File: config.mk
export PLATFORM = sky130hd
export DESIGN_NAME = mini_core_wb_flat
export DESIGN_NICKNAME = d
export VERILOG_FILES = /design/src/rtl/mini_core_wb_pkg.sv /design/src/rtl/mini_core_wb_if.sv /design/src/rtl/mini_core_ld_align.sv /design/src/rtl/mini_core_wb.sv /design/src/flat_wrapper.sv
export SDC_FILE = /design/constraint.sdc
export NUM_CORES = 1
export LEC_CHECK = 0
export ABC_AREA = 1
export BUFFER_PORTS_ARGS = -buffer_cell sky130_fd_sc_hd__buf_2
export CAP_MARGIN = 20
export CORE_AREA = 2 2 119 86
export CTS_BUF_LIST = sky130_fd_sc_hd__clkbuf_16
export DETAILED_ROUTE_END_ITERATION = 16
export DIE_AREA = 0 0 121 88
export MAX_ROUTING_LAYER = met4
export PLACE_DENSITY = 0.73
export SYNTH_ARGS = -nofsm -noshare
export SYNTH_HDL_FRONTEND = slang
export SYNTH_HIERARCHICAL = 1
export SYNTH_SLANG_ARGS = --single-unit
File: constraint.sdc
create_clock -name Clock -period 4.6 [get_ports Clock]
set_input_delay 0.92 -clock Clock [delete_from_list [all_inputs] [get_ports Clock]]
set_output_delay 0.92 -clock Clock [all_outputs]
set_load 0.05 [all_outputs]
File: src/rtl/mini_core_wb_pkg.sv
// Shared types for the mini_core write-back stage.
// Latency: n/a (types and constants only).
// Backpressure: n/a.
package mini_core_wb_pkg;

  // Write-back source select; encoding 3 is decoded as WB_ALU.
  typedef enum logic [1:0] {
    WB_ALU  = 2'd0,
    WB_PC4  = 2'd1,
    WB_LOAD = 2'd2
  } t_wb_sel;

  // Load access size; encoding 3 is decoded as LD_W.
  typedef enum logic [1:0] {
    LD_B = 2'd0,
    LD_H = 2'd1,
    LD_W = 2'd2
  } t_ld_size;

  typedef enum logic {
    WB_IDLE     = 1'b0,
    WB_WAIT_RSP = 1'b1
  } t_wb_state;

endpackage

File: src/rtl/mini_core_wb_if.sv
// Bundle of Q103H inputs, memory response and Q104H register-file write port.
// Latency: n/a (wires only).
// Backpressure: ReadyQ103H flows back to the Q103H producer.
// Ports: master = upstream/memory/rf side, slave = write-back stage.
interface mini_core_wb_if;
  logic        ValidQ103H;
  logic        RegWrEnQ103H;
  logic [4:0]  RegDstQ103H;
  logic [1:0]  WbSelQ103H;
  logic [1:0]  LdSizeQ103H;
  logic        LdSignExtQ103H;
  logic [1:0]  AddrLsbQ103H;
  logic [31:0] AluOutQ103H;
  logic [31:0] PcPlus4Q103H;
  logic        MemRspValid;
  logic [31:0] MemRspData;
  logic        ReadyQ103H;
  logic        RegWrEnQ104H;
  logic [4:0]  RegDstQ104H;
  logic [31:0] RegWrDataQ104H;
  logic        LdTimeout;

  modport master (
    output ValidQ103H, RegWrEnQ103H, RegDstQ103H, WbSelQ103H, LdSizeQ103H,
           LdSignExtQ103H, AddrLsbQ103H, AluOutQ103H, PcPlus4Q103H,
           MemRspValid, MemRspData,
    input  ReadyQ103H, RegWrEnQ104H, RegDstQ104H, RegWrDataQ104H, LdTimeout
  );

  modport slave (
    input  ValidQ103H, RegWrEnQ103H, RegDstQ103H, WbSelQ103H, LdSizeQ103H,
           LdSignExtQ103H, AddrLsbQ103H, AluOutQ103H, PcPlus4Q103H,
           MemRspValid, MemRspData,
    output ReadyQ103H, RegWrEnQ104H, RegDstQ104H, RegWrDataQ104H, LdTimeout
  );
endinterface

File: src/rtl/mini_core_ld_align.sv
// Load data alignment and sign/zero extension.
// Latency: combinational.
// Backpressure: none.
// Ports: rsp_data (raw word), addr_lsb, ld_size, sign_ext -> result.
module mini_core_ld_align
  import mini_core_wb_pkg::*;
(
  input  logic [31:0] rsp_data,
  input  logic [1:0]  addr_lsb,
  input  logic [1:0]  ld_size,
  input  logic        sign_ext,
  output logic [31:0] result
);

  logic [31:0] shifted;

  // Right shift zero-fills, so a halfword at byte 3 naturally gets a zero
  // upper byte before extension (no trap on misalignment).
  assign shifted = rsp_data >> {addr_lsb, 3'b000};

  always_comb begin
    result = rsp_data;
    case (ld_size)
      LD_B:    result = {{24{sign_ext & shifted[7]}},  shifted[7:0]};
      LD_H:    result = {{16{sign_ext & shifted[15]}}, shifted[15:0]};
      default: result = rsp_data;
    endcase
  end

endmodule

File: src/rtl/mini_core_wb.sv
// Write-back stage: selects ALU / PC+4 / aligned load data, drives the RF write port.
// Latency: 1 cycle from accept (or from memory response) to Q104H outputs.
// Backpressure: ReadyQ103H=0 while a load waits for its response; LD_TIMEOUT aborts the wait.
// Ports: Clock, Rst (async active-low), wb (slave side of mini_core_wb_if).
module mini_core_wb
  import mini_core_wb_pkg::*;
#(
  parameter int LD_TIMEOUT = 255
) (
  input  logic          Clock,
  input  logic          Rst,
  mini_core_wb_if.slave wb
);

  localparam int CNT_W = $clog2(LD_TIMEOUT + 1);
  localparam logic [CNT_W-1:0] CNT_LAST = CNT_W'(LD_TIMEOUT - 1);

  t_wb_state        state_q, state_d;
  logic [CNT_W-1:0] cnt_q, cnt_d;
  logic             ld_wr_en_q, ld_wr_en_d;
  logic [4:0]       ld_dst_q, ld_dst_d;
  logic [1:0]       ld_size_q, ld_size_d;
  logic             ld_sext_q, ld_sext_d;
  logic [1:0]       ld_lsb_q, ld_lsb_d;
  logic             wr_en_q, wr_en_d;
  logic [4:0]       wr_dst_q, wr_dst_d;
  logic [31:0]      wr_data_q, wr_data_d;
  logic             timeout_q, timeout_d;

  logic             ready;
  logic             accept;
  logic             is_load;
  logic             wr_gate;
  logic [1:0]       al_size;
  logic             al_sext;
  logic [1:0]       al_lsb;
  logic [31:0]      al_result;

  // Writes to x0 are suppressed at the source so the RF never sees them.
  assign accept  = wb.ValidQ103H && ready;
  assign is_load = (wb.WbSelQ103H == WB_LOAD);
  assign wr_gate = wb.RegWrEnQ103H && (wb.RegDstQ103H != 5'd0);

  // While waiting, the aligner must use the ctrl captured at accept time,
  // because the Q103H inputs no longer belong to this load.
  always_comb begin
    al_size = wb.LdSizeQ103H;
    al_sext = wb.LdSignExtQ103H;
    al_lsb  = wb.AddrLsbQ103H;
    if (state_q == WB_WAIT_RSP) begin
      al_size = ld_size_q;
      al_sext = ld_sext_q;
      al_lsb  = ld_lsb_q;
    end
  end

  mini_core_ld_align u_ld_align (
    .rsp_data (wb.MemRspData),
    .addr_lsb (al_lsb),
    .ld_size  (al_size),
    .sign_ext (al_sext),
    .result   (al_result)
  );

  // State register and all other flops.
  always_ff @(posedge Clock or negedge Rst) begin
    if (!Rst) begin
      state_q    <= WB_IDLE;
      cnt_q      <= '0;
      ld_wr_en_q <= 1'b0;
      ld_dst_q   <= '0;
      ld_size_q  <= '0;
      ld_sext_q  <= 1'b0;
      ld_lsb_q   <= '0;
      wr_en_q    <= 1'b0;
      wr_dst_q   <= '0;
      wr_data_q  <= '0;
      timeout_q  <= 1'b0;
    end else begin
      state_q    <= state_d;
      cnt_q      <= cnt_d;
      ld_wr_en_q <= ld_wr_en_d;
      ld_dst_q   <= ld_dst_d;
      ld_size_q  <= ld_size_d;
      ld_sext_q  <= ld_sext_d;
      ld_lsb_q   <= ld_lsb_d;
      wr_en_q    <= wr_en_d;
      wr_dst_q   <= wr_dst_d;
      wr_data_q  <= wr_data_d;
      timeout_q  <= timeout_d;
    end
  end

  // Next-state and datapath.
  always_comb begin
    state_d    = state_q;
    cnt_d      = cnt_q;
    ld_wr_en_d = ld_wr_en_q;
    ld_dst_d   = ld_dst_q;
    ld_size_d  = ld_size_q;
    ld_sext_d  = ld_sext_q;
    ld_lsb_d   = ld_lsb_q;
    wr_en_d    = 1'b0;          // write enable is a one-cycle pulse
    wr_dst_d   = wr_dst_q;
    wr_data_d  = wr_data_q;
    timeout_d  = timeout_q;

    case (state_q)
      WB_IDLE: begin
        if (accept) begin
          if (!is_load) begin
            wr_en_d   = wr_gate;
            wr_dst_d  = wb.RegDstQ103H;
            wr_data_d = (wb.WbSelQ103H == WB_PC4) ? wb.PcPlus4Q103H : wb.AluOutQ103H;
          end else if (wb.MemRspValid) begin
            // Zero-wait load: response arrived with the instruction.
            wr_en_d   = wr_gate;
            wr_dst_d  = wb.RegDstQ103H;
            wr_data_d = al_result;
          end else begin
            state_d    = WB_WAIT_RSP;
            cnt_d      = '0;
            ld_wr_en_d = wr_gate;
            ld_dst_d   = wb.RegDstQ103H;
            ld_size_d  = wb.LdSizeQ103H;
            ld_sext_d  = wb.LdSignExtQ103H;
            ld_lsb_d   = wb.AddrLsbQ103H;
          end
        end
      end
      WB_WAIT_RSP: begin
        // A response in the final allowed cycle still wins over the abort.
        if (wb.MemRspValid) begin
          state_d   = WB_IDLE;
          wr_en_d   = ld_wr_en_q;
          wr_dst_d  = ld_dst_q;
          wr_data_d = al_result;
        end else if (cnt_q == CNT_LAST) begin
          state_d   = WB_IDLE;
          timeout_d = 1'b1;
        end else begin
          cnt_d = cnt_q + CNT_W'(1);
        end
      end
      default: state_d = WB_IDLE;
    endcase
  end

  // Outputs.
  always_comb begin
    ready = (state_q == WB_IDLE);
  end

  assign wb.ReadyQ103H     = ready;
  assign wb.RegWrEnQ104H   = wr_en_q;
  assign wb.RegDstQ104H    = wr_dst_q;
  assign wb.RegWrDataQ104H = wr_data_q;
  assign wb.LdTimeout      = timeout_q;

endmodule
File: src/flat_wrapper.sv
// flat-port wrapper written by rule: the top's interface ports become plain ports
module mini_core_wb_flat import mini_core_wb_pkg::*;
#(
  parameter int LD_TIMEOUT = 255
)
  (Clock, Rst, wb_ValidQ103H, wb_RegWrEnQ103H, wb_RegDstQ103H, wb_WbSelQ103H, wb_LdSizeQ103H, wb_LdSignExtQ103H, wb_AddrLsbQ103H, wb_AluOutQ103H, wb_PcPlus4Q103H, wb_MemRspValid, wb_MemRspData, wb_ReadyQ103H, wb_RegWrEnQ104H, wb_RegDstQ104H, wb_RegWrDataQ104H, wb_LdTimeout);
  mini_core_wb_if wb_i ();
  input  logic Clock;
  input  logic Rst;
  input wire logic [$bits(wb_i.ValidQ103H)-1:0] wb_ValidQ103H;
  input wire logic [$bits(wb_i.RegWrEnQ103H)-1:0] wb_RegWrEnQ103H;
  input wire logic [$bits(wb_i.RegDstQ103H)-1:0] wb_RegDstQ103H;
  input wire logic [$bits(wb_i.WbSelQ103H)-1:0] wb_WbSelQ103H;
  input wire logic [$bits(wb_i.LdSizeQ103H)-1:0] wb_LdSizeQ103H;
  input wire logic [$bits(wb_i.LdSignExtQ103H)-1:0] wb_LdSignExtQ103H;
  input wire logic [$bits(wb_i.AddrLsbQ103H)-1:0] wb_AddrLsbQ103H;
  input wire logic [$bits(wb_i.AluOutQ103H)-1:0] wb_AluOutQ103H;
  input wire logic [$bits(wb_i.PcPlus4Q103H)-1:0] wb_PcPlus4Q103H;
  input wire logic [$bits(wb_i.MemRspValid)-1:0] wb_MemRspValid;
  input wire logic [$bits(wb_i.MemRspData)-1:0] wb_MemRspData;
  output wire logic [$bits(wb_i.ReadyQ103H)-1:0] wb_ReadyQ103H;
  output wire logic [$bits(wb_i.RegWrEnQ104H)-1:0] wb_RegWrEnQ104H;
  output wire logic [$bits(wb_i.RegDstQ104H)-1:0] wb_RegDstQ104H;
  output wire logic [$bits(wb_i.RegWrDataQ104H)-1:0] wb_RegWrDataQ104H;
  output wire logic [$bits(wb_i.LdTimeout)-1:0] wb_LdTimeout;
  assign wb_i.ValidQ103H = wb_ValidQ103H;
  assign wb_i.RegWrEnQ103H = wb_RegWrEnQ103H;
  assign wb_i.RegDstQ103H = wb_RegDstQ103H;
  assign wb_i.WbSelQ103H = wb_WbSelQ103H;
  assign wb_i.LdSizeQ103H = wb_LdSizeQ103H;
  assign wb_i.LdSignExtQ103H = wb_LdSignExtQ103H;
  assign wb_i.AddrLsbQ103H = wb_AddrLsbQ103H;
  assign wb_i.AluOutQ103H = wb_AluOutQ103H;
  assign wb_i.PcPlus4Q103H = wb_PcPlus4Q103H;
  assign wb_i.MemRspValid = wb_MemRspValid;
  assign wb_i.MemRspData = wb_MemRspData;
  assign wb_ReadyQ103H = wb_i.ReadyQ103H;
  assign wb_RegWrEnQ104H = wb_i.RegWrEnQ104H;
  assign wb_RegDstQ104H = wb_i.RegDstQ104H;
  assign wb_RegWrDataQ104H = wb_i.RegWrDataQ104H;
  assign wb_LdTimeout = wb_i.LdTimeout;
  mini_core_wb #(.LD_TIMEOUT(LD_TIMEOUT)) u_core (.Clock(Clock), .Rst(Rst), .wb(wb_i));
endmodule
# Word-level counts from Yosys, hierarchy flattened
# Cells that the tools add are included.
classes:
  eq_ne: 11
  shift: 1
  bitwise: 4
  addsub: 1
  reduce_logical: 8
  n_mux: 31
ops:
  columns: ["operator", "n"]
  rows:
  - ["two-way mux 32 bit", 4]
  - ["case mux 32 bit (2 select lines)", 2]
  - ["two-way mux 8 bit", 5]
  - ["right shift 32 x 5 -> 16 bit", 1]
  - ["two-way mux 5 bit", 4]
  - ["case mux 8 bit (2 select lines)", 1]
  - ["inequality test 2 bit (second input constant)", 6]
  - ["two-way mux 1 bit", 10]
  - ["case mux 5 bit (2 select lines)", 1]
  - ["adder 8 x 1 -> 8 bit (second input constant)", 1]
  - ["equality test 8 bit (second input constant)", 1]
  - ["AND reduction 3 bit", 2]
  - ["AND reduction 5 bit", 1]
  - ["nonzero test 5 bit", 1]
  - ["equality test 2 x 1 -> 1 bit (second input constant)", 2]
  - ["two-way mux 2 bit", 2]
  - ["case mux 1 bit (2 select lines)", 2]
  - ["AND reduction 4 bit", 1]
  - ["inequality test 3 bit (second input constant)", 1]
  - ["bitwise AND 1 bit", 2]
  - ["equality test 2 bit (second input constant)", 1]
  - ["logical AND 1 bit", 2]
  - ["zero test 2 bit", 1]
  - ["NOT 1 bit", 2]
totals:
  regBits: 59
  word_cells: 67
  in_bits: 113
  out_inout_bits: 40

# Logic depth before layout (Yosys ltp)
# Gate-level depths: netlist of run 1.
logic_depth:
  ltp_word: 8
  ltp_mapped: 16
  ltp_nobuf: 12

# By module
# The synthesis of run 1 kept the hierarchy.
by_module_without_submodules:
  columns: ["mod", "n_inst", "cells_per_inst", "seq_area_each_um2", "area_per_inst_um2"]
  rows:
  - ["mini_core_wb", 1, 489, 1476.4, 3339.5]
  - ["mini_core_ld_align", 1, 173, 0.0, 842.1]

# Worst setup path before layout of run 1
# No wires, ideal clock.
synth_timing:
  path_type: "input to register"
  from: "input wb_AddrLsbQ103H[0]"
  to: "register u_core.wr_data_q[21] (netlist: u_core/wb.RegWrDataQ104H[21])"
  path_stages: 13
  arrival_time_ps: 2114
  path_buffers: 2
  path_slack_ps: 2368
  cell_sequence: "inv_1 > o21ai_0 > buf_6 > nand2_1 > nand3_1 > nand2_2 > nand3_4 > buf_6 > nand3_1 > nor2_1 > nand2_1 > a21oi_1 > nor2_1"
synth_between:
  elab_chain_cells: 8
  elab_cells_between_ends: 9
  classes_between: "shift (1); mux (6); bitwise (2)"
synth_rtl:
  columns: ["element", "line", "text"]
  rows:
  - ["start: declaration", "flat_wrapper.sv:16", "input wire logic [$bits(wb_i.AddrLsbQ103H)-1:0] wb_AddrLsbQ103H;"]
  - ["two-way mux 2 bit *", "mini_core_wb.sv:50", "if (state_q == WB_WAIT_RSP) begin"]
  - ["named net u_core.al_lsb[0]", "mini_core_wb.sv:36", "logic [1:0] al_lsb;"]
  - ["right shift 32 x 5 -> 16 bit *", "mini_core_ld_align.sv:19", "assign shifted = rsp_data >> {addr_lsb, 3'b000};"]
  - ["bitwise AND 1 bit, on equally long branches", "mini_core_ld_align.sv:25, mini_core_ld_align.sv:24", null]
  - ["case mux 32 bit (2 select lines) *", "mini_core_ld_align.sv:23", "case (ld_size)"]
  - ["named net u_core.al_result[21]", "mini_core_wb.sv:37", "logic [31:0] al_result;"]
  - ["two-way mux 32 bit *", "mini_core_wb.sv:115, mini_core_wb.sv:133", null]
  - ["two-way mux 32 bit", "mini_core_wb.sv:111", "if (!is_load) begin"]
  - ["two-way mux 32 bit", "mini_core_wb.sv:110", "if (accept) begin"]
  - ["case mux 32 bit (2 select lines) *", "mini_core_wb.sv:108", "case (state_q)"]
  - ["end signal: assignment", "mini_core_wb.sv:89", "wr_data_q <= wr_data_d;"]
  - ["end: declaration", "mini_core_wb.sv:27", "logic [31:0] wr_data_q, wr_data_d;"]
# Mark *: on every way through the listed nets, which the timed path passes. The rest lies on a longest branch. The select of a mux whose other input is x is not followed.
# A chain may end at the register's enable or synchronous reset.

# Worst setup path after layout of run 1
layout_timing:
  from: "register u_core.state_q"
  to: "register u_core.cnt_q[5]"
layout_between:
  elab_chain_cells: 4
  elab_cells_between_ends: 9
  classes_between: "eq/ne (5); mux (1); bitwise (1); reduce/logical (2)"
layout_rtl:
  columns: ["element", "line", "text"]
  rows:
  - ["start: declaration", "mini_core_wb.sv:18", "t_wb_state state_q, state_d;"]
  - ["start signal: assignment", "mini_core_wb.sv:80", "state_q <= state_d;"]
  - ["NOT 1 bit (no source line)", null, null]
  - ["logical AND 1 bit", "mini_core_wb.sv:40", "assign accept = wb.ValidQ103H && ready;"]
  - ["inequality test 2 bit (no source line)", null, null]
  - ["AND reduction 5 bit (no source line)", null, null]
  - ["end signal: assignment", "mini_core_wb.sv:81", "cnt_q <= cnt_d;"]
  - ["end: declaration", "mini_core_wb.sv:19", "logic [CNT_W-1:0] cnt_q, cnt_d;"]
# Several ways; a longest one is shown, not always the timed one.

==> results of run 1 <==
through the flow:
stage / cells / power [mW] / setup WS [ns] / hold WS [ns] / utilization
global placement: 907 / 1.53 / 1.66 / 0.457 / 0.517
global route: 925 / 2.33 / 1.53 / 0.492 / 0.552
floorplan: 662 / 1.32 / 2.37 / 0.454 / -
CTS: 924 / 2.21 / 1.86 / 0.472 / 0.550
detailed placement: 908 / 1.55 / 1.63 / 0.460 / 0.520
finish: 925 / 2.20 / 1.83 / 0.469 / 0.552
synthesized netlist by cell type, drive strengths merged:
master	number
a21oi	38
a31o	1
buf	32
clkbuf	8
clkinv	1
dfrtp	59
ha	2
inv	29
nand2	219
nand3	79
nand4	1
nor2	131
nor3	2
o21ai	59
xor2	1
critical path, stage by stage (launching register included):
cell	delay (ns)
dfrtp_1	0.80
inv_4	0.20
nand2_4	0.38
nand3_1	0.70
nand2_1	0.42
nand3_1	0.12
nand2_1	0.09
area by class of cell:
cell class                 count  area share
multi-input combinational    533       0.450
sequential                    59       0.282
timing repair buffer         159       0.160
clock buffer                   9      0.0430
tap                          128      0.0306
inverter                      30      0.0234
clock inverter                 7      0.0115
placed cells by master, fill, tap and decap left out, drive strengths merged:
cell type  netlist  routed
clkinv           1       5
dfrtp           59      59
buf             32     159
ha               2       2
nand2          219     219
a21oi           38      38
nand4            1       1
bufinv           0       1
clkinvlp         0       1
nand3           79      79
a31o             1       1
inv             29      30
nor2           131     131
nor3             2       2
clkbuf           8       9
xor2             1       1
o21ai           59      59
where the power goes:
part	switching, mW	internal (mW)	total, mW
clock	0.243	0.412	0.655
combinational	0.610	0.236	0.846
sequential	0.0725	0.629	0.702
path summary, 6_finish.rpt:
check | slack (ns) | startpoint | to
max | 1.83 | u_core/state_q | u_core/cnt_q[5]
min | 0.47 | u_core/wb.LdTimeout | u_core/wb.LdTimeout
max reg2reg | 1.83 | u_core/state_q | u_core/cnt_q[5]
min reg2reg | 0.47 | u_core/wb.LdTimeout | u_core/wb.LdTimeout
max in group asynchronous | 3.33 | Rst | u_core/wb.RegWrDataQ104H[14]
min in group asynchronous | 0.76 | Rst | u_core/wb.RegWrDataQ104H[31]
layer usage:
layer	track usage	vias to the layer above	part of all wire
met4	0.0803	0	0.014
met3	0.0573	16	0.078
met2	0.372	204	0.42
met1	0.358	2104	0.48
met5	-	-	0
li1	-	2380	-
sequential cells by signal, summed over array words and instances (netlist names), 2 cells and up:
signal                    cells
u_core/ld_size_q              2
u_core/wb.RegWrDataQ104H     32
u_core/ld_dst_q               5
u_core/cnt_q                  8
u_core/ld_lsb_q               2
u_core/wb.RegDstQ104H         5
kinds of logic (layout without fill, tap and decap cells):
| logic type | Yosys count | in the layout | synth area share |
|---|---|---|---|
| and+or+nand+nor | 432 | 432 | 0.432 |
| xor gates and xnor gates | 1 | 1 | 0.00209 |
| buffers and inverters | 70 | 205 | 0.0859 |
| DFF | 59 | 59 | 0.353 |
| adders and majority gates | 2 | 2 | 0.00598 |
| AOI/OAI and AO/OA | 98 | 98 | 0.121 |
==> impl_results.md, run 1 <==
* Yosys reg bits at 59
* Die H at 88 um
* Drt wl/cell at 14.3 um
* Clock transition at path regs at 0.06 ns
* Fill cells at 979
* Multi-input logic area at 2360 sq um
* GP Congestion at 0.925
* P_leak at 2.69 nW
* Clock Tree Root: clkbuf_16
* Initial antenna violation count at 0
* Post_cts resized at 0
* CTS sink cnt at 59
* Dpl hpwl at 9.61 mm
* # setup viols final at 0
* First-pass GRT wire length at 20.5 mm
* Final Critical Period at 2.77 ns
* Nets at 907
* Syn_nets at 777
* Storage element area at 1480 sq um
* Hold-fix buffers, CTS at 0
* Vias/cell at 5.09
* Required time of the critical path at 4.87 ns
* Placed instance area at 4940 sq um
* Count of pins over their slew limit at 0
* Max Cap Violations at 0
* Power per cell area at 420 nW/um^2
* Via count at 4704
* Sequential cell area fraction in the yosys report at 0.353
* Number of H-tree levels at 3
* Layout area overhead at 25.3%
* Ports at 153
* Worst r2r path cells at 6
* Relative slew slack at 0.424
* Hold Path Stages at 1
* Hold/Removal Path Class: reg2reg
* Final wirelength at 13.2 mm
* Diodes inserted at 0
* DIE WIDTH at 121 um
* Type of origin of the critical path: flop
* Peak VDD IR at 0.000241 V
* Largest net degree at the start of global routing at 60
* Arr. time, crit path at 3.04 ns
* CTS buffer count at 9
* Clk_lat worst skew at 0.33 ns
* GRT Residual Overflow at 0
* Synth Warn # at 6
* Max Freq at 361 MHz
* Crit Path Max Fanout at 36
* CTS Buffer Depth at 2
* Post-route cell area at 5240 sq um
* Vias in the first global route at 4179
* DRC errors left at 0
* # Post-CTS Setup Buffers at 0
* Synth Area per Inst at 6.32 sq um
* RSZ-0062 raised after global routing: no
* Drt first pass iters at 5
* Yosys top cell by area: dfrtp_1
* Post-Synthesis Cells at 662
* Total core area at 9500 sq um
* Netlist Area Pre-Place at 4180 sq um
* Synth unique cells at 29
* All-Layer GR Usage at 0.257
* Die area at 10600 sq um
* Layout cells sized above 1 at 0.243
* Worst Max-Slew Pin Slew at 0.861 ns
* Critical setup path kind: reg2reg
* Initial DRC count at 458
* Number of port buffers at 152
* Status: completed
* Share of the synthesized area in the top cell type at 0.353
* Worst Setup End Kind: flop
* Final Hold Vio Count at 0
* Clock Skew at 0.00849 ns
* CTS tree: done
* Largest cells by area after synthesis: dfrtp_1 (35%), nand2_1 (19%), nor2_1 (11%)
* Antenna-violating nets left at 0
* Starting Density at 0.440
* Total negative setup slack at 0 ns
* Period utilization at 0.602
* Rows at 30
Power figures use the tool's default switching activity.
==> run 2, diff against run 1 <==
--- a/config.mk
+++ b/config.mk
@@ -13,7 +13,7 @@
 export DETAILED_ROUTE_END_ITERATION = 16
 export DIE_AREA = 0 0 121 88
 export MAX_ROUTING_LAYER = met4
-export PLACE_DENSITY = 0.73
+export PLACE_DENSITY = 0.75
 export SYNTH_ARGS = -nofsm -noshare
 export SYNTH_HDL_FRONTEND = slang
 export SYNTH_HIERARCHICAL = 1
==> constraint.sdc (replaced) <==
create_clock -name Clock -period 2.4 [get_ports Clock]
set_input_delay 0.48 -clock Clock [delete_from_list [all_inputs] [get_ports Clock]]
set_output_delay 0.48 -clock Clock [all_outputs]
set_load 0.05 [all_outputs]
==> impl_results.md, run 2 (synthesis results as in run 1) <==
* Status: completed
* Tot Pwr at 4.20 mW
* Drt wl/cell at 14.2 um
* Max Cap Violations at 0
* Peak VDD IR at 0.000538 V
* Post_cts resized at 0
* Clk_lat worst skew at 0.33 ns
* Hold/Removal Path Class: in2async
* Initial antenna violation count at 0
* Ports at 153
* DIE WIDTH at 121 um
* Antenna-violating nets left at 0
* Number of H-tree levels at 3
* # Post-CTS Setup Buffers at 0
* Post-route setup slack at 0.209 ns
* DRC errors left at 0
* GP Congestion at 0.935
* Placed instance area at 5020 sq um
* Die area at 10600 sq um
* Relative slew slack at 0.543
* Final Critical Period at 2.19 ns
* Hold Worst Slack at 0.151 ns
* Clock Tree Root: clkbuf_16
* Worst slack, placed at 0.200 ns
* CTS sink cnt at 59
* Layout area overhead at 26.9%
* Vias/cell at 5.14
* Largest register FFs at 32
* Diodes inserted at 0
* Starting Density at 0.440
* Clock Skew at 0.00824 ns
* Number of port buffers at 152
* Reg2reg setup slack at 0.21 ns
* Placed cell count at 920
* Worst Max-Slew Pin Slew at 0.678 ns
* Count of pins over their slew limit at 0
* Clock transition at path regs at 0.06 ns
* Power per cell area at 793 nW/um^2
* GRT Residual Overflow at 0
* Nets at 918
* Hold-fix buffers, CTS at 0
* Final wirelength at 13.3 mm
* All-Layer GR Usage at 0.268
* P_leak at 2.73 nW
* Non-filler cells, final at 936
* Drt first pass iters at 5
* Vias in the first global route at 4389
* Max Freq at 457 MHz
* Critical setup path kind: reg2reg
* Crit Path Max Fanout at 24
* Rows at 30
* CTS buffer count at 9
* Worst Setup End Kind: flop
* Total core area at 9500 sq um
* Layout cells sized above 1 at 0.256
* Worst reg2reg startpoint: u_core/state_q
* CTS tree: done
* # setup viols final at 0
* Type of origin of the critical path: flop
* Required time of the critical path at 2.66 ns
* RSZ-0062 raised after global routing: no
* Period utilization at 0.913
* Most common cell after layout, fill and taps aside: nand2_1
* Die H at 88 um
* Dpl hpwl at 9.92 mm
* Post-route core utilization at 0.559
* Post-route cell area at 5310 sq um
* Critical R2R Capture: u_core/wb.RegWrDataQ104H[29]
* First-pass GRT wire length at 21.6 mm
* CTS Buffer Depth at 2
* Most frequent cells in the layout: nand2_1 (214), buf_2 (152), nor2_1 (126), nand3_1 (77), dfrtp_1 (59)
* Total negative setup slack at 0 ns
* Worst r2r path cells at 8
* Arr. time, crit path at 2.45 ns
* Initial DRC count at 327
* Via count at 4807
* Final Hold Vio Count at 0
* Largest net degree at the start of global routing at 40
[run 2: per-layer routing]
layer | track usage | vias to the layer above | wire (um)
li1 | - | 2407 | -
met1 | 0.369 | 2178 | 6610
met2 | 0.402 | 209 | 5490
met3 | 0.0566 | 13 | 1030
met4 | 0.0677 | 0 | 118
met5 | - | - | 0
[run 2: final cells by class]
class,count,area [sq um]
clock buffer,9,225
fill,965,4190
sequential,59,1480
multi-input combinational,533,2360
tap,128,160
inverter,30,123
clock inverter,7,56.3
timing repair buffer,170,908
[run 2: worst max path at each step]
stage                       startpoint                            to  slack [ns]
floorplan               u_core/state_q  u_core/wb.RegWrDataQ104H[21]        0.40
global placement        u_core/state_q   u_core/wb.RegWrDataQ104H[8]        0.22
detailed placement  wb_AddrLsbQ103H[0]   u_core/wb.RegWrDataQ104H[8]        0.20
CTS                     u_core/state_q   u_core/wb.RegWrDataQ104H[8]        0.21
global route            u_core/state_q   u_core/wb.RegWrDataQ104H[1]        0.03
finish                  u_core/state_q  u_core/wb.RegWrDataQ104H[29]        0.21
[run 2: worst max-delay path: stages (launching register included)]
cell and delay, ns:
dfrtp_1 0.43, buf_4 0.23, o21ai_0 0.57, nand3_4 0.37
nand3_1 0.19, nor2_1 0.07, nand2_1 0.08, a21oi_1 0.07
nor2_1 0.10
[run 2: power breakdown]
| group | internal, mW | switching (mW) | total [mW] |
|---|---|---|---|
| registers | 1.21 | 0.128 | 1.33 |
| logic | 0.467 | 1.18 | 1.65 |
| clock network | 0.712 | 0.511 | 1.22 |
| total | 2.38 | 1.82 | 4.20 |
==> run 3, diff against run 2 <==
--- a/config.mk
+++ b/config.mk
@@ -6,14 +6,14 @@
 export NUM_CORES = 1
 export LEC_CHECK = 0
 export ABC_AREA = 1
-export BUFFER_PORTS_ARGS = -buffer_cell sky130_fd_sc_hd__buf_2
 export CAP_MARGIN = 20
 export CORE_AREA = 2 2 119 86
 export CTS_BUF_LIST = sky130_fd_sc_hd__clkbuf_16
 export DETAILED_ROUTE_END_ITERATION = 16
 export DIE_AREA = 0 0 121 88
+export DONT_BUFFER_PORTS = 1
 export MAX_ROUTING_LAYER = met4
-export PLACE_DENSITY = 0.75
+export SLEW_MARGIN = 0
 export SYNTH_ARGS = -nofsm -noshare
 export SYNTH_HDL_FRONTEND = slang
 export SYNTH_HIERARCHICAL = 1
==> impl_results.md, run 3 (synthesis results as in run 1) <==
* Antenna-violating nets left at 0
* Number of port buffers at 0
* Largest register FFs at 32
* Ports at 153
* Starting Density at 0.440
* Clock Tree Root: clkbuf_16
* Number of H-tree levels at 3
* Final Critical Period at 2.14 ns
* Final Hold Vio Count at 0
* Die area at 10600 sq um
* Layout area overhead at 8.59%
* CTS Buffer Depth at 2
* Final wirelength at 12.8 mm
* Relative slew slack at 0.596
* GP Congestion at 0.904
* Arr. time, crit path at 2.41 ns
* Vias/cell at 5.39
* Vias in the first global route at 3733
* Top Usage Layer GRT: met1
* Via count at 4212
* Met3 global-route usage at 0.0697
* Clock Skew at 0.00789 ns
* CTS buffer count at 9
* Worst Setup End Kind: flop
* First-pass GRT wire length at 20.2 mm
* Clk_lat worst skew at 0.33 ns
* Power per cell area at 871 nW/um^2
* Total negative setup slack at 0 ns
* Total core area at 9500 sq um
* Die H at 88 um
* # setup viols final at 0
* P_leak at 2.14 nW
* Max Cap Violations at 0
* RSZ-0062 raised after global routing: no
* Worst r2r path cells at 10
* Rows at 30
* Diodes inserted at 0
* Clock transition at path regs at 0.06 ns
* Hold Worst Slack at 0.0165 ns
* Drt first pass iters at 4
* Status: completed
* Initial antenna violation count at 0
* Hold/Removal Path Class: in2async
* Dpl hpwl at 9.33 mm
* Layout cells sized above 1 at 0.0796
* Initial DRC count at 326
* GRT Residual Overflow at 0
* Most common cell after layout, fill and taps aside: nand2_1
* Fill cells at 1003
* Period utilization at 0.893
* Required time of the critical path at 2.67 ns
* Nets at 763
* Most frequent cells in the layout: nand2_1 (214), nor2_1 (126), nand3_1 (77), dfrtp_1 (59), o21ai_0 (41)
* Worst Max-Slew Pin Slew at 0.600 ns
* Peak VDD IR at 0.000361 V
* Drt wl/cell at 16.4 um
* Largest net degree at the start of global routing at 60
* DRC errors left at 0
* Type of origin of the critical path: flop
* CTS tree: done
* M1 GR Usage at 0.360
* CTS sink cnt at 59
* Critical setup path kind: reg2reg
* Crit Path Max Fanout at 16
* Count of pins over their slew limit at 0
* All-Layer GR Usage at 0.253
* Max Freq at 467 MHz
* DIE WIDTH at 121 um
* Met2 Track Usage GR at 0.354
==> run 3: cell count changes in the layout (fill, tap and decap cells not counted), sizes merged <==
cell | before | now
inv | 33 | 32
buf | 170 | 15
clkinv | 3 | 4
==> run 3: cell type report <==
cell class / instances / area (sq um) / share of cell area
clock buffers: 9 / 225 / 0.0496
clock inverters: 7 / 51.3 / 0.0113
inverters: 30 / 123 / 0.0270
multi-input cells: 533 / 2360 / 0.520
flip-flops and latches: 59 / 1480 / 0.325
well taps: 128 / 160 / 0.0353
repair buffers: 15 / 145 / 0.0320
==> run 3: worst max-delay path, stage by stage, from the launching register on <==
cell and delay [ns]:
dfrtp_1 0.42, buf_4 0.23, o21ai_0 0.30, inv_1 0.12, nor2_4 0.28, nand3_4 0.23, nand3_1 0.16, nor2_1 0.06
nand2_1 0.10, a21oi_1 0.07, nor2_1 0.10
==> run 3: through the flow <==
step                      instances  utilization  cell area, sq um  worst slack [ns]  total power, mW
after floorplan                 662            -              4180             0.405             2.53
after global placement          764        0.446              4230             0.298             2.71
after detailed placement        764        0.446              4230             0.240             2.74
after CTS                       781        0.478              4540             0.228             3.99
after global routing            781        0.478              4540            0.0692             4.19
final                           781        0.478              4540             0.258             3.96
==> run 3: metal layers <==
| metal | vias up | wire, um |
|---|---|---|
| met2 | 169 | 5190 |
| met1 | 1934 | 6320 |
| li1 | 2092 | - |
| met5 | - | 0 |
| met3 | 17 | 1130 |
| met4 | 0 | 161 |
==> run 3: what timing repair did <==
action	in CTS	in global routing
hold buffers	1	0
buffers inserted	0	0
gates resized for setup	0	1
endpoints found under the setup margin	0	1
hold endpoints to repair	59	0
==> run 3: worst paths after layout <==
path                       slack, ns                      endpoint               start
setup / recovery                0.26  u_core/wb.RegWrDataQ104H[24]      u_core/state_q
hold / removal                  0.02  u_core/wb.RegWrDataQ104H[25]                 Rst
setup reg to reg                0.26  u_core/wb.RegWrDataQ104H[24]      u_core/state_q
hold reg to reg                 0.49            u_core/ld_dst_q[0]  u_core/ld_dst_q[0]
max in group asynchronous       2.12              u_core/ld_sext_q                 Rst
min in group Clock              0.30            u_core/ld_dst_q[4]   wb_RegDstQ103H[4]
==> run 3: report_power, final <==
group	internal, mW	switching [mW]	total, mW
Sequential	1.20	0.661	1.86
Combinational	0.311	0.577	0.888
Clock	0.705	0.507	1.21
